`src/rtl/bu_req_arb.sv`:
```
// bu_req_arb: N-channel arbiter that multiplexes L1 cache-controller requests
// onto the single cache_bus_unit request interface. A granted channel owns the
// bus for a whole transaction; a watchdog turns a hung bus unit into bus_error.
module bu_req_arb #(
  parameter int NUM_CH      = 2,
  parameter int ADDR_W      = 64,
  parameter int DATA_W      = 64,
  parameter int CNT_W       = 11,
  parameter int ARB_MODE    = 0,
  parameter int TIMEOUT_CYC = 1024
) (
  input  logic                       clk,
  input  logic                       rst,
  // Client side
  input  logic [NUM_CH-1:0]          ch_write_through_req,
  input  logic [NUM_CH-1:0]          ch_write_line_req,
  input  logic [NUM_CH-1:0]          ch_read_req,
  input  logic [NUM_CH-1:0]          ch_read_line_req,
  input  logic [4*NUM_CH-1:0]        ch_size,
  input  logic [ADDR_W*NUM_CH-1:0]   ch_pa,
  input  logic [DATA_W*NUM_CH-1:0]   ch_wt_data,
  output logic [DATA_W-1:0]          ch_line_data,
  output logic [CNT_W-1:0]           ch_addr_count,
  output logic [NUM_CH-1:0]          ch_line_write,
  output logic [NUM_CH-1:0]          ch_cache_entry_write,
  output logic [NUM_CH-1:0]          ch_trans_rdy,
  output logic [NUM_CH-1:0]          ch_bus_error,
  // Bus unit side
  output logic                       write_through_req,
  output logic                       write_line_req,
  output logic                       read_req,
  output logic                       read_line_req,
  output logic [3:0]                 size,
  output logic [ADDR_W-1:0]          pa,
  output logic [DATA_W-1:0]          wt_data,
  input  logic [DATA_W-1:0]          line_data,
  input  logic [CNT_W-1:0]           addr_count,
  input  logic                       line_write,
  input  logic                       cache_entry_write,
  input  logic                       trans_rdy,
  input  logic                       bus_error,
  // Status
  output logic                       grant_valid,
  output logic [2:0]                 grant_id,
  output logic                       timeout_pulse
);

  localparam int GNT_W     = (NUM_CH > 1) ? $clog2(NUM_CH) : 1;
  localparam int WDOG_W    = (TIMEOUT_CYC > 2) ? $clog2(TIMEOUT_CYC) : 1;
  localparam int WDOG_LAST = (TIMEOUT_CYC > 0) ? TIMEOUT_CYC - 1 : 0;
  localparam logic [WDOG_W-1:0] WDOG_LAST_V = WDOG_W'(WDOG_LAST);
  localparam logic [GNT_W-1:0]  LAST_CH     = GNT_W'(NUM_CH - 1);

  typedef enum logic [1:0] {
    IDLE    = 2'd0,
    BUSY    = 2'd1,
    RELEASE = 2'd2
  } state_e;

  state_e              state_q, state_d;
  logic [GNT_W-1:0]    gnt_q, gnt_d;
  logic [GNT_W-1:0]    rr_ptr_q, rr_ptr_d;
  logic [WDOG_W-1:0]   wdog_q, wdog_d;

  logic [NUM_CH-1:0]   ch_any;
  logic                win_valid;
  logic [GNT_W-1:0]    win_id;
  logic                done;
  logic                wdog_expire;

  // Response data is shared by all clients; only the strobes are steered.
  assign ch_line_data  = line_data;
  assign ch_addr_count = addr_count;

  // A channel wants the bus if any of its four request kinds is set.
  assign ch_any = ch_write_through_req | ch_write_line_req |
                  ch_read_req          | ch_read_line_req;

  // The bus unit finishes a transaction with either trans_rdy or bus_error.
  assign done = trans_rdy | bus_error;

  // Watchdog fires on the last allowed BUSY cycle unless the bus unit answers
  // in that same cycle, so a real completion always beats the timeout.
  assign wdog_expire = (TIMEOUT_CYC != 0) && (state_q == BUSY) &&
                       (wdog_q == WDOG_LAST_V) && !done;

  // Pick the winner among requesting channels (fixed or round-robin).
  always_comb begin
    // NOTE: every combinationally written signal gets a default first so no
    // path through the block leaves it unassigned and infers a latch.
    win_valid = 1'b0;
    win_id    = '0;
    if (ARB_MODE == 0) begin
      // Scan downward so the lowest requesting index is assigned last.
      for (int i = NUM_CH - 1; i >= 0; i--) begin
        if (ch_any[i]) begin
          win_valid = 1'b1;
          win_id    = GNT_W'(i);
        end
      end
    end else begin
      // Offsets scanned downward so the smallest offset from rr_ptr wins;
      // the index wraps at NUM_CH.
      for (int k = NUM_CH - 1; k >= 0; k--) begin
        int idx;
        idx = int'(rr_ptr_q) + k;
        if (idx >= NUM_CH) idx = idx - NUM_CH;
        if (ch_any[idx]) begin
          win_valid = 1'b1;
          win_id    = GNT_W'(idx);
        end
      end
    end
  end

  // Next-state logic for the grant FSM, watchdog and round-robin pointer.
  always_comb begin
    state_d  = state_q;
    gnt_d    = gnt_q;
    rr_ptr_d = rr_ptr_q;
    wdog_d   = wdog_q;
    unique case (state_q)
      IDLE: begin
        if (win_valid) begin
          state_d = BUSY;
          gnt_d   = win_id;
          wdog_d  = '0;
        end
      end
      BUSY: begin
        if (done || wdog_expire) begin
          state_d = RELEASE;
        end else if (TIMEOUT_CYC != 0) begin
          wdog_d = wdog_q + 1'b1;
        end
      end
      RELEASE: begin
        // One dead cycle lets requesters drop and the bus unit go idle.
        state_d = IDLE;
        if ((ARB_MODE != 0) && (NUM_CH > 1)) begin
          rr_ptr_d = (gnt_q == LAST_CH) ? '0 : gnt_q + 1'b1;
        end
      end
      default: state_d = IDLE;
    endcase
  end

  // State registers with synchronous active-low reset.
  always_ff @(posedge clk) begin
    // NOTE: sequential state uses non-blocking assignments so every register
    // samples the pre-edge values regardless of statement order.
    if (!rst) begin
      state_q  <= IDLE;
      gnt_q    <= '0;
      rr_ptr_q <= '0;
      wdog_q   <= '0;
    end else begin
      state_q  <= state_d;
      gnt_q    <= gnt_d;
      rr_ptr_q <= rr_ptr_d;
      wdog_q   <= wdog_d;
    end
  end

  // Request mux toward the bus unit and strobe demux back to the granted channel.
  always_comb begin
    write_through_req    = 1'b0;
    write_line_req       = 1'b0;
    read_req             = 1'b0;
    read_line_req        = 1'b0;
    size                 = '0;
    pa                   = '0;
    wt_data              = '0;
    ch_line_write        = '0;
    ch_cache_entry_write = '0;
    ch_trans_rdy         = '0;
    ch_bus_error         = '0;
    grant_valid          = 1'b0;
    grant_id             = '0;
    timeout_pulse        = 1'b0;
    if (state_q == BUSY) begin
      // Requests are forwarded as-is, even if they change mid-transaction.
      write_through_req           = ch_write_through_req[gnt_q];
      write_line_req              = ch_write_line_req[gnt_q];
      read_req                    = ch_read_req[gnt_q];
      read_line_req               = ch_read_line_req[gnt_q];
      size                        = ch_size[gnt_q*4 +: 4];
      pa                          = ch_pa[gnt_q*ADDR_W +: ADDR_W];
      wt_data                     = ch_wt_data[gnt_q*DATA_W +: DATA_W];
      ch_line_write[gnt_q]        = line_write;
      ch_cache_entry_write[gnt_q] = cache_entry_write;
      ch_trans_rdy[gnt_q]         = trans_rdy;
      ch_bus_error[gnt_q]         = bus_error | wdog_expire;
      grant_valid                 = 1'b1;
      grant_id                    = 3'(gnt_q);
      timeout_pulse               = wdog_expire;
    end
  end

endmodule

```
`config.mk`:
```
export PLATFORM = sky130hd
export DESIGN_NAME = bu_req_arb
export DESIGN_NICKNAME = d
export VERILOG_FILES = /design/src/rtl/bu_req_arb.sv
export SDC_FILE = /design/constraint.sdc
export NUM_CORES = 1
export LEC_CHECK = 0
export ABC_AREA = 1
export CAP_MARGIN = 20
export CORE_AREA = 10 10 219 221
export DETAILED_ROUTE_END_ITERATION = 10
export DIE_AREA = 0 0 229 231
export PLACE_DENSITY_LB_ADDON = 0.08
export SETUP_SLACK_MARGIN = 0.2
export SLEW_MARGIN = 20
export SYNTH_ARGS = -nofsm -noshare
export SYNTH_HDL_FRONTEND = slang
export SYNTH_SLANG_ARGS = --single-unit
```
`constraint.sdc`:
```
create_clock -name clk -period 1.5 [get_ports clk]
set_input_delay 0.225 -clock clk [delete_from_list [all_inputs] [get_ports clk]]
set_output_delay 0.225 -clock clk [all_outputs]
set_load 0.1 [all_outputs]
```
== Word-level counts from Yosys, hierarchy flattened ==
Index checks and enable logic that the tools add are counted.

* Input port bits: 353
* Output and inout bits: 224
* Register bits after elaboration: 13

* Bitwise logic cells: 9
* Muxes and demuxes: 33
* Reductions and logical operators: 10
* Add/subtract/negate cells: 1
* Shift-type cells: 3
* Magnitude comparators: 2
* Equality and inequality tests: 5

{| class="wikitable"
|+ Operator list
! operator !! number
|-
| variable part select 128 x 8 -> 64 bit || 2
|-
| 2-to-1 mux 64 bit || 2
|-
| 2-to-1 mux 10 bit || 2
|-
| one-hot mux 10 bit (2 select lines) || 1
|-
| 2-to-1 mux 1 bit || 19
|-
| 2-to-1 mux 2 bit || 6
|-
| adder 10 x 1 -> 10 bit, second input constant || 1
|-
| equality test 10 bit, second input constant || 1
|-
| AND 2 bit || 4
|-
| variable part select 8 x 4 -> 4 bit || 1
|-
| bitwise OR 2 bit || 3
|-
| 2-to-1 mux 4 bit || 1
|-
| != test 2 bit, second input constant || 2
|-
| one-hot mux 2 bit (2 select lines) || 1
|-
| AND reduction 2 bit || 2
|-
| logical AND 1 bit || 3
|-
| AND reduction 3 bit || 1
|-
| equality test 2 x 1 -> 1 bit, second input constant || 1
|-
| zero test 2 bit || 1
|-
| < comparator 1 x 2 -> 1 bit, second input constant || 1
|-
| != test 2 x 1 -> 1 bit, second input constant || 1
|-
| bitwise OR 1 bit || 2
|-
| nonzero test 2 bit || 1
|-
| demux 1 bit (select 1 bit) || 1
|-
| 3 further kinds || 3
|}

== Logic depth before layout (Yosys ltp) ==
* Depth in word-level cells: 7
* Depth in mapped cells: 10

== Worst setup path after synthesis ==
OpenSTA, ideal clock, no wires.

* Path kind: reg2out
* Start point: register wdog_q[0]
* End point: output timeout_pulse
* Cell stages (with the launch flop): 6
* Buffers on the path: 0
* Data arrival time: 3.773 ns
* Path slack: -2.498 ns
* Data required time: 1.275 ns
* Cells stage by stage: dfxtp_1 ha_1 nand2_2 nor2_4 nand3b_4 nor4_1

* Cells in the longest elaborated chain, start to end: 4

{| class="wikitable"
|+ RTL lines
! element !! RTL line !! source
|-
| start: declaration || 63 || <nowiki>logic [WDOG_W-1:0] wdog_q, wdog_d;</nowiki>
|-
| start signal: assignment || 161 || <nowiki>wdog_q <= wdog_d;</nowiki>
|-
| equality test 10 bit || 85 || <nowiki>(wdog_q == WDOG_LAST_V) && !done;</nowiki>
|-
| logical AND 1 bit || 84 || <nowiki>assign wdog_expire = (TIMEOUT_CYC != 0) && (state_q == BUSY) &&</nowiki>
|-
| logical AND 1 bit || 85 ||
|-
| 2-to-1 mux 1 bit || 181 || <nowiki>if (state_q == BUSY) begin</nowiki>
|-
| end: declaration || 45 || <nowiki>output logic timeout_pulse</nowiki>
|}

Every way passes these cells.

== Worst setup path after layout ==
* Start point: register wdog_q[0]
* End point: output ch_bus_error[0]

* Cells in the longest elaborated chain, start to end: 6

{| class="wikitable"
|+ RTL lines
! element !! RTL line !! source
|-
| equality test 10 bit || 85 ||
|-
| logical AND 1 bit || 84 ||
|-
| logical AND 1 bit || 85 ||
|-
| bitwise OR 1 bit || 193 || <nowiki>ch_bus_error[gnt_q] = bus_error | wdog_expire;</nowiki>
|-
| AND 2 bit (no line) || n/a ||
|-
| 2-to-1 mux 2 bit || 181 ||
|-
| end: declaration || 27 || <nowiki>output logic [NUM_CH-1:0] ch_bus_error,</nowiki>
|}

Every way passes these cells.

==> summary.md <==
| Metric | Value |
|---|---|
| Pin count of the biggest net entering global routing | `10` |
| Worst-case clock buffer depth | `2` |
| Total track usage | `13.35%` |
| Crit path arrival time | `1640 ps` |
| Startpoint Class | `register` |
| P_sw | `0.005188 W` |
| Worst setup EP type | `output port` |
| Port Buffers | `424` |
| Comb power frac | `90.9%` |
| Remaining Overflow, GRT | `0` |
| HPWL after DPL | `27.62 mm` |
| RePlAce Congestion | `0.7516` |
| Hold_buf cts | `0` |
| Hold Crit Depth | `0` |
| Core footprint | `43,740 µm²` |
| DP Worst Slack | `-299.9 ps` |
| R2r endpoint | `wdog_q[0]$_SDFFE_PN0P_` |
| TritonCTS Buffers | `3` |
| Critical path data required time | `1270 ps` |
| Final worst slack | `-361.3 ps` |
| Via count | `6,293` |
| Initial Util | `7.655%` |
| 1st-pass router iterations | `4` |
| Clock Power Share | `5.2%` |
| Via density | `3.617` |
| Die width | `229 µm` |
| RSZ-0062 raised after global routing | `yes` |
| Post-synth cell types | `27` |
| Switching Share | `52.76%` |
| Die H | `231 µm` |
| R2r startpoint | `wdog_q[0]$_SDFFE_PN0P_` |
| CTS tree | `built` |
| Hold Path End | `ch_line_data[6]` |
| Clock transition at the registers of the reported paths | `40 ps` |
| Initial antenna violation count | `1` |
| Crit-path max FO | `2` |
| Nets | `1,503` |
| Yosys Warn Count | `0` |
| CP cell instances | `ha_4 -> nand2_4 -> nor2_4 -> nand3b_4 -> nor2_4 -> a21oi_2 -> buf_4 -> nor2_4 -> buf_12` |
| CP peak stage delay | `350 ps` |
| Final setup viols | `148` |
| Routed len/inst | `21.24 µm` |
| CP Class | `reg2out` |
| #FFs+latches synth | `13` |
| Syn_area_per_cell | `5.005 µm²` |
| Largest area contributor in the netlist | `nand2_1` |
| Final core occ | `35.29%` |
| Failing checks | `negative setup slack` |
| Wire length after detailed routing | `36.96 mm` |
| Top post-synthesis cells by area | `nand2_1 (35%), a21oi_1 (21%), buf_4 (17%)` |
| Fmax | `537.2 MHz` |
| Sequential area share after synthesis | `7.773%` |
| Crit-path most repeated cell | `nor2_4` |
| Int Pwr | `0.004644 W` |
| Status | `finished, violations left` |
| Sink Count | `13` |
| Layout area overhead | `361.1%` |
| Slowest CP cell | `dfxtp_2` |
| Clock Latency Late Sink | `240 ps` |
| Slew Limit Fails | `0` |
| Most frequent cells in the layout | `clkdlybuf4s50_1 (275), buf_12 (196), nand2_4 (169), a21oi_4 (135)` |
| Post-route ant nets | `0` |
| WP buf/inv | `2` |
| N_diodes | `0` |
| R2R cell count | `10` |
| Final hold viol count | `0` |
| Fin crit share | `124.1%` |
| I/O pin count | `577` |
| Max VDD drop | `0.3804 mV` |
| Mapped Cells | `669` |
| Hold_sp | `line_data[6]` |
| Power Density | `636.9 nW/µm²` |
| Die ar. | `52,900 µm²` |
| First-pass GRT wire length | `52.65 mm` |
| Htree depth | `1` |
| Sequential share of power | `3.9%` |
| MaxCap Viol Count | `0` |
| Vias in the first global route | `6,907` |
| Flop-to-flop setup slack | `-10 ps` |
| Hold crit path type | `in2out` |
| Filler Cell Count | `4,450` |
| # rows | `77` |
| Most common cell after layout, fill and taps aside | `clkdlybuf4s50_1` |
| Final routed DRC violation total | `0` |
| LEAKAGE | `6.177 nW` |
| Synthesized area | `3348 µm²` |
| Synth top area share | `34.98%` |
| Crit path time final | `1861 ps` |
| Clock skew | `5.188 ps` |
| Layout cell share with drive strength beyond 1 | `64.46%` |
| Worst path top cell family by delay | `simple AND/OR/NAND/NOR gates` |
| Starting DRT DRC Count | `119` |
| CTS Root Cell | `clkbuf_16` |
## power by group through the flow
stage          logic (W)  registers (W)  clock network [W]
6_report         0.00894       0.000382           0.000511
3_3_place_gp     0.00697       0.000386                  0
3_5_place_dp     0.00695       0.000386                  0
4_1_cts          0.00886       0.000383           0.000527
5_1_grt          0.00926       0.000384           0.000544
2_1_floorplan    0.00492       0.000377                  0
## sequential cells by signal, indices dropped and copies added, names as in the netlist
| name | cells |
|---|---|
| state_q | 2 |
| gnt_q | 1 |
| wdog_q | 10 |
## final cells by class
type	count	area, µm²	area share, %
clock buffers	4	78.83	0.5106
well taps	592	740.7	4.798
multi-input cells	519	5461	35.38
repair buffers	590	8717	56.47
inverters	19	101.3	0.6565
flip-flops and latches	13	271.5	1.759
repair inverters	3	66.31	0.4296
## per-layer routing
metal | share of wire (%) | up-vias | track usage [%]
met5 | 0.035 | - | 0
met4 | 0.33 | 2 | 0.5173
met3 | 7.5 | 10 | 4.415
met2 | 54 | 241 | 25.04
met1 | 38 | 2997 | 15.03
li1 | - | 3043 | -
## synth_stat cells, drive strengths merged
cell type  count
buf          105
nand2        315
inv           18
dfxtp         13
nor2          31
conb           1
nand3b         1
nand3         15
clkinv         1
a21oi        142
o21ai          2
o22ai          2
a211oi         2
nor4           1
nand4          2
ha             1
or2            1
clkbuf        16
## how the worst max path moves through the flow
stage / from / end / cells after the start
after floorplan: gnt_q$_SDFFE_PN0P_ / wt_data[45] / 5
after global placement: ch_write_line_req[0] / wdog_q[6]$_SDFFE_PN0P_ / 9
after detailed placement: ch_write_line_req[0] / wdog_q[0]$_SDFFE_PN0P_ / 9
after CTS: wdog_q[1]$_SDFFE_PN0P_ / ch_bus_error[0] / 9
after global routing: wdog_q[0]$_SDFFE_PN0P_ / ch_bus_error[0] / 9
final: wdog_q[0]$_SDFFE_PN0P_ / ch_bus_error[0] / 9
## repair_timing
item,in CTS,in global routing
endpoints found under the setup margin,158,160
endpoints found under the hold margin,0,0
gates cloned,46,0
pin swaps,144,59
gates resized for setup,461,110
buffers inserted,56,5
## logic make-up (layout without fill, tap and decap cells)
family | Yosys count | in the layout | share of synthesized area (%)
other cells | 1 | 2 | 0.1120
buf+inv | 140 | 616 | 24.74
simple gates | 366 | 368 | 44.32
fa+ha+maj | 1 | 1 | 0.3736
compound gates | 148 | 148 | 22.68
flops | 13 | 13 | 7.773
## through the flow
stage          area, µm²  setup TNS, ps  std cells  hold WS (ps)  power (W)
3_5_place_dp       11500          -4371       1629         450.7   0.007338
4_1_cts            14940         -41250       1735         450.7   0.009771
6_report           15440         -38160       1740         450.0   0.009832
3_3_place_gp       11500          -4570       1629         450.7   0.007353
5_1_grt            15440         -46530       1740         450.2    0.01019
2_1_floorplan       5047         -26540        670         345.4   0.005298
Note: power is estimated with default switching activity, not from simulation.
